File: src/rtl/sram_scan_master.sv
// SRAM scan-port master: takes one parallel command and runs a reset, header
// and data-slot sequence on the serial scan pins of the SRAM scan wrapper.
//
// state  | meaning
// S_IDLE | waiting for a command, cmd_ready high
// S_RST  | scan target held in reset for RST_CYC cycles
// S_HDR  | header {addr, len, mode} shifted out LSB first
// S_DATA | cmd_len+1 word slots of WORD_SLOT cycles each
// S_DONE | one-cycle done pulse, then back to idle
//
// All outputs are flops loaded from next-state values, so the pins show the
// current state's behaviour in the same cycle the state register does. For
// that reason wr_data is captured on the clock edge that opens slot cycle 0
// (the same edge that raises wr_ready), letting bit 0 reach scan_si at s=0.
module sram_scan_master #(
  parameter int N_addr    = 11,
  parameter int N_cnt     = 12,
  parameter int N_data    = 8,
  parameter int RST_CYC   = 2,
  parameter int WORD_SLOT = 18,
  parameter int RD_OFS    = 9
) (
  input  logic              clk_1,
  input  logic              rst_n,
  input  logic              i_cmd_valid,
  output logic              o_cmd_ready,
  input  logic              i_cmd_write,
  input  logic [N_addr-1:0] i_cmd_addr,
  input  logic [N_cnt-2:0]  i_cmd_len,
  input  logic [N_data-1:0] i_wr_data,
  input  logic              i_wr_valid,
  output logic              o_wr_ready,
  output logic [N_data-1:0] o_rd_data,
  output logic              o_rd_valid,
  output logic              o_scan_rst_n,
  output logic              o_scan_si,
  input  logic              i_scan_so,
  output logic              o_busy,
  output logic              o_done,
  output logic              o_err_underrun
);

  localparam int H       = N_addr + N_cnt;
  localparam int CNT_MAX = (H > RST_CYC) ? H : RST_CYC;
  localparam int CW      = (CNT_MAX > 1) ? $clog2(CNT_MAX) : 1;
  localparam int SW      = (WORD_SLOT > 1) ? $clog2(WORD_SLOT) : 1;
  localparam int WW      = N_cnt - 1;

  typedef enum logic [2:0] {
    S_IDLE,
    S_RST,
    S_HDR,
    S_DATA,
    S_DONE
  } state_t;

  state_t            r_state;
  state_t            w_state_nxt;
  logic [CW-1:0]     r_cnt;
  logic [CW-1:0]     w_cnt_nxt;
  logic [SW-1:0]     r_slot;
  logic [SW-1:0]     w_slot_nxt;
  logic [WW-1:0]     r_word;
  logic [WW-1:0]     w_word_nxt;

  logic [WW-1:0]     r_len;
  logic              r_write;
  logic [H-1:0]      r_hsh;
  logic [N_data-2:0] r_wsh;
  logic [N_data-2:0] r_rsh;

  logic              w_accept;
  logic              w_hdr_shift;
  logic              w_wr_start;
  logic              w_wr_shift;
  logic              w_si_nxt;
  logic [N_data-1:0] w_word_in;
  logic              w_rd_sample;
  logic              w_rd_last;

  assign w_accept    = (r_state == S_IDLE) && i_cmd_valid;
  assign w_word_in   = i_wr_valid ? i_wr_data : '0;
  assign w_rd_sample = (r_state == S_DATA) && !r_write &&
                       (int'(r_slot) >= RD_OFS) && (int'(r_slot) < RD_OFS + N_data);
  assign w_rd_last   = w_rd_sample && (int'(r_slot) == RD_OFS + N_data - 1);

  // State and counter registers
  always_ff @(posedge clk_1 or negedge rst_n) begin
    if (!rst_n) begin
      r_state <= S_IDLE;
      r_cnt   <= '0;
      r_slot  <= '0;
      r_word  <= '0;
    end else begin
      r_state <= w_state_nxt;
      r_cnt   <= w_cnt_nxt;
      r_slot  <= w_slot_nxt;
      r_word  <= w_word_nxt;
    end
  end

  // Next-state and counter sequencing
  always_comb begin
    w_state_nxt = r_state;
    w_cnt_nxt   = r_cnt;
    w_slot_nxt  = r_slot;
    w_word_nxt  = r_word;
    case (r_state)
      S_IDLE: begin
        if (i_cmd_valid) begin
          w_state_nxt = S_RST;
          w_cnt_nxt   = '0;
        end
      end
      S_RST: begin
        if (r_cnt == CW'(RST_CYC - 1)) begin
          w_state_nxt = S_HDR;
          w_cnt_nxt   = '0;
        end else begin
          w_cnt_nxt = r_cnt + 1'b1;
        end
      end
      S_HDR: begin
        if (r_cnt == CW'(H - 1)) begin
          w_state_nxt = S_DATA;
          w_slot_nxt  = '0;
          w_word_nxt  = '0;
        end else begin
          w_cnt_nxt = r_cnt + 1'b1;
        end
      end
      S_DATA: begin
        if (r_slot == SW'(WORD_SLOT - 1)) begin
          w_slot_nxt = '0;
          if (r_word == r_len) begin
            w_state_nxt = S_DONE;
          end else begin
            w_word_nxt = r_word + 1'b1;
          end
        end else begin
          w_slot_nxt = r_slot + 1'b1;
        end
      end
      S_DONE:  w_state_nxt = S_IDLE;
      default: w_state_nxt = S_IDLE;
    endcase
  end

  // Next scan_si value and shift-register strobes for the upcoming cycle
  always_comb begin
    w_si_nxt    = 1'b0;
    w_hdr_shift = 1'b0;
    w_wr_start  = 1'b0;
    w_wr_shift  = 1'b0;
    if (w_state_nxt == S_HDR) begin
      if (w_cnt_nxt == '0) begin
        w_si_nxt = r_hsh[0];
      end else begin
        w_si_nxt    = r_hsh[1];
        w_hdr_shift = 1'b1;
      end
    end else if ((w_state_nxt == S_DATA) && r_write) begin
      if (w_slot_nxt == '0) begin
        w_wr_start = 1'b1;
        w_si_nxt   = w_word_in[0];
      end else if (int'(w_slot_nxt) < N_data) begin
        w_si_nxt   = r_wsh[0];
        w_wr_shift = 1'b1;
      end
    end
  end

  // Command capture on accept; header copy shifts out during S_HDR
  always_ff @(posedge clk_1 or negedge rst_n) begin
    if (!rst_n) begin
      r_len   <= '0;
      r_write <= 1'b0;
      r_hsh   <= '0;
    end else if (w_accept) begin
      r_len   <= i_cmd_len;
      r_write <= i_cmd_write;
      r_hsh   <= {i_cmd_addr, i_cmd_len, i_cmd_write};
    end else if (w_hdr_shift) begin
      r_hsh <= r_hsh >> 1;
    end
  end

  // Write word load/shift, wr_ready pulse and sticky underrun flag
  always_ff @(posedge clk_1 or negedge rst_n) begin
    if (!rst_n) begin
      r_wsh          <= '0;
      o_wr_ready     <= 1'b0;
      o_err_underrun <= 1'b0;
    end else begin
      o_wr_ready <= w_wr_start;
      if (w_accept) begin
        o_err_underrun <= 1'b0;
      end else if (w_wr_start && !i_wr_valid) begin
        o_err_underrun <= 1'b1;
      end
      if (w_wr_start) begin
        r_wsh <= w_word_in[N_data-1:1];
      end else if (w_wr_shift) begin
        r_wsh <= r_wsh >> 1;
      end
    end
  end

  // Read capture from scan_so, LSB first, publishing the word after the last bit
  always_ff @(posedge clk_1 or negedge rst_n) begin
    if (!rst_n) begin
      r_rsh      <= '0;
      o_rd_data  <= '0;
      o_rd_valid <= 1'b0;
    end else begin
      o_rd_valid <= w_rd_last;
      if (w_rd_sample) begin
        r_rsh <= {i_scan_so, r_rsh[N_data-2:1]};
      end
      if (w_rd_last) begin
        o_rd_data <= {i_scan_so, r_rsh};
      end
    end
  end

  // Handshake, status and scan pin flops
  always_ff @(posedge clk_1 or negedge rst_n) begin
    if (!rst_n) begin
      o_cmd_ready  <= 1'b1;
      o_busy       <= 1'b0;
      o_done       <= 1'b0;
      o_scan_si    <= 1'b0;
      o_scan_rst_n <= 1'b0;
    end else begin
      o_cmd_ready <= (w_state_nxt == S_IDLE);
      o_busy      <= (w_state_nxt != S_IDLE);
      o_done      <= (w_state_nxt == S_DONE);
      o_scan_si   <= w_si_nxt;
      if (w_state_nxt == S_RST) begin
        o_scan_rst_n <= 1'b0;
      end else if (r_state == S_RST) begin
        o_scan_rst_n <= 1'b1;
      end
    end
  end

endmodule

File: config.mk
export PLATFORM = sky130hd
export DESIGN_NAME = sram_scan_master
export DESIGN_NICKNAME = d
export VERILOG_FILES = /design/src/rtl/sram_scan_master.sv
export SDC_FILE = /design/constraint.sdc
export NUM_CORES = 1
export LEC_CHECK = 0
export CORE_UTILIZATION = 60
export CTS_BUF_LIST = sky130_fd_sc_hd__clkbuf_4 sky130_fd_sc_hd__clkbuf_8
export DETAILED_ROUTE_END_ITERATION = 10
export PLACE_DENSITY = 0.84
export SLEW_MARGIN = 25
export SYNTH_ARGS = -nofsm -noshare
export SYNTH_HDL_FRONTEND = slang
export SYNTH_SLANG_ARGS = --single-unit
File: constraint.sdc
create_clock -name clk_1 -period 4.4 [get_ports clk_1]
set_input_delay 1.1 -clock clk_1 [delete_from_list [all_inputs] [get_ports clk_1]]
set_output_delay 1.1 -clock clk_1 [all_outputs]
set_load 0.03 [all_outputs]
==> results by group <==
Run status
  – Status: finished, final reports clean

Drt
  – Drt initial violations: 290
  – WL per Instance: 15.3 um
  – Pre-Repair DR Iteration Count: 5
  – WL final: 9330 um
  – Vias per cell: 6.02
  – Drt drc: 0
  – ANT nets after route: 0
  – Routed via count: 3,673

Floorplanning
  – Die Y: 90.3 um
  – Core Rows: 31
  – IO Pins: 52
  – Die ar.: 8160 um2
  – Initial Util: 0.632
  – Total core area: 7410 um2
  – Die boundary width: 90.3 um

Clock tree
  – Clock Sink Count: 89
  – TritonCTS clock tree: built
  – Root buffer cell: clkbuf_8
  – Clock Tree Buf Depth: 2
  – H-Tree Depth: 3
  – CTS resizes: 0
  – Clock latency on the worst-skew pair: 350 ps
  – Post-CTS Setup Inserts: 0
  – CTS clk-pin slew, worst paths: 90 ps
  – Num CTS Buffers: 9
  – Hold_buf cts: 0

Critical path
  – Crit. End Element: flip-flop
  – Largest delay share family, worst path: compound AO/OA/AOI/OAI gates
  – WP data arrival: 3370 ps
  – CP max-delay cell: a21oi_2
  – CP startpoint kind: flip-flop
  – WS Path Type: reg2reg
  – Data required, critical path: 4630 ps
  – Worst reg2reg setup slack: 1260 ps
  – Slowest stage delay, CP: 620 ps
  – CP Buf/Inv Count: 2
  – Crit-path max FO: 18
  – Worst-path cell chain: inv_1, ha_1, nor4b_2, nand2_1, a21oi_2, o21ai_0, nand3_1, buf_4, o211ai_1

Cells and area
  – Final net count: 549
  – Filler cells: 525
  – Post-route cell area: 5420 um2
  – Final Non-Filler Cells: 610
  – Share of cells above drive strength 1: 0.135
  – Antenna cells: 0
  – Area delta synth->final: 15.7%

Pwr
  – Leakage: 2.35 nW
  – IR drop worst, VDD: 0.392 mV
  – Comb pwr share: 0.449
  – Total power: 3.30 mW
  – Switching power: 1.37 mW
  – Switching share of power: 0.416
  – Clock share of power: 0.170
  – Power per standard cell area: 608 nW/um2
  – Pint: 1.92 mW
  – Sequential Power Share: 0.381

STA
  – Final Max Tran Viols: 0
  – Setup TNS: 0 ps
  – Worst Max-Slew Pin Slew: 924 ps
  – Final-report hold violation count: 0
  – Fmax: 318 MHz
  – Setup Skew: 11.1 ps
  – Tmin final: 3140 ps
  – Tcrit/Tclk final: 0.714
  – Final Worst Setup Slack: 1260 ps
  – Slew headroom: 0.384
  – Final Setup Violations: 0
  – Unrepaired setup endpoints after global routing: no

Synth
  – Mapped Cells: 467
  – Post-synth EDFFs: 0
  – Yosys warnings: 0
  – Async S/R FF share, synth: 1.00
  – Synthesized area: 4680 um2
  – Top FF cell, synth: dfrtp_1
  – Syn nets: 510
  – Syn Area/Cell: 10.0 um2
  – Post-synthesis sequential area ratio: 0.476
  – Post-synthesis register bit count: 89
  – Synth unique cells: 61

Placement
  – Cell Area, Placed: 5220 um2
  – Routability-driven placement congestion ratio: 0.858
  – Port buffer count: 51
  – Placed cell count: 594
  – Pre-CTS setup slack: 887 ps
  – Post-DP HPWL: 6680 um

GRT
  – Vias in the first global route: 3,472
  – GRT Util Overall: 0.245
  – Antenna violations before repair: 0
  – GRT overflow: 0
  – First-pass GRT wire length: 16,300 um
  – Largest net degree at the start of global routing: 64

Job
  – MaxCap Viol Count: 0

Worst hold path
  – Worst min path class: reg2reg
routing by layer:
layer  share of wire  GRT usage  up-vias  wire (um)
met4           0.010     0.0739        0         97
li1                -          -     1742          -
met5               0          0        -          0
met1            0.46      0.351     1758       4320
met2            0.47      0.385      161       4350
met3           0.060     0.0429       12        564
path summary, 6_finish.rpt:
path	from	to	depth (start not counted)
max	r_cnt[1]	r_hsh[6]	9
min	o_err_underrun	o_err_underrun	2
max reg2reg	r_cnt[1]	r_hsh[6]	9
min reg2reg	o_err_underrun	o_err_underrun	2
max in group asynchronous	rst_n	r_hsh[3]	2
min in group asynchronous	rst_n	o_rd_data[4]	1
logic make-up (layout without fill, tap and decap cells):
logic type	Yosys count	count (layout)	synth area share
XOR/XNOR	20	20	0.0374
flip-flops	89	89	0.476
AND/OR/NAND/NOR	163	163	0.171
multiplexers	30	30	0.0695
adder cells (fa/ha/maj)	7	7	0.0187
buffers and inverters	47	91	0.0460
AO/OA/AOI/OAI	111	111	0.181
power groups by stage:
stage	clock [mW]	sequential [mW]	combinational, mW
after floorplan	0	1.21	1.22
after global placement	0	1.25	1.44
after detailed placement	0	1.27	1.48
after CTS	0.560	1.25	1.48
after global routing	0.595	1.28	1.65
final	0.559	1.26	1.48
worst reg2reg max path, cell delays in order (launching register included):
cell      delay (ps)
dfrtp_1          420
inv_1            110
ha_1             180
nor4b_2          340
nand2_1          160
a21oi_2          620
o21ai_0          320
nand3_1          510
buf_4            260
o211ai_1         120
sequential cells by signal (all words and copies together), names as in the netlist, 3 cells and up:
signal	flops
o_rd_data	8
r_hsh	23
r_word	11
r_cnt	5
r_rsh	7
r_state	3
r_wsh	7
r_slot	5
r_len	11
layout by cell type (no fill, tap or decap), drive strengths merged, types with 11 or more instances in the layout:
cell type	synthesis	layout
xnor2	18	18
dfrtp	88	88
nand2	85	85
clkdlybuf4s50	0	50
a21oi	16	16
o211ai	43	43
o21ai	15	15
nor2	18	18
nand3	11	11
inv	18	19
mux2	20	20
final cells by class:
| class | instances | area [um2] | share of cell area |
|---|---|---|---|
| Clock inverter | 6 | 67.6 | 0.0125 |
| Multi-Input combinational cell | 331 | 2250 | 0.415 |
| Timing Repair Buffer | 57 | 553 | 0.102 |
| Clock buffer | 10 | 131 | 0.0242 |
| Inverter | 18 | 67.6 | 0.0125 |
| Sequential cell | 89 | 2230 | 0.411 |
| Tap cell | 99 | 124 | 0.0229 |
cells in the mapped netlist, types with 4 or more instances:
| cell type | n | share of area |
|---|---|---|
| a211oi_1 | 4 | 0.0064 |
| a21oi_1 | 16 | 0.017 |
| clkbuf_1 | 16 | 0.013 |
| inv_1 | 18 | 0.014 |
| o211ai_1 | 32 | 0.051 |
| nor2_1 | 18 | 0.014 |
| and3_1 | 8 | 0.011 |
| nand4_1 | 5 | 0.0067 |
| o211ai_2 | 11 | 0.029 |
| ha_1 | 7 | 0.019 |
| o21ai_0 | 12 | 0.013 |
| buf_2 | 7 | 0.0075 |
| nand2b_1 | 5 | 0.0067 |
| nor3_1 | 5 | 0.0053 |
| buf_6 | 4 | 0.0096 |
| dfrtp_1 | 88 | 0.47 |
| mux2i_1 | 10 | 0.021 |
| nand2_1 | 85 | 0.068 |
| a2111oi_0 | 5 | 0.0094 |
| mux2_2 | 20 | 0.048 |
| and2_1 | 4 | 0.0053 |
| or3_1 | 4 | 0.0053 |
| nand3_1 | 11 | 0.012 |
| xnor2_1 | 18 | 0.034 |
through the flow:
| stage | util | hold slack [ps] |
|---|---|---|
| CTS | 0.731 | 502 |
| global route | 0.731 | 520 |
| detailed placement | 0.705 | 478 |
| finish | 0.731 | 499 |
| global placement | 0.705 | 464 |
| floorplan | - | 455 |
Power figures use the tool's default switching activity.
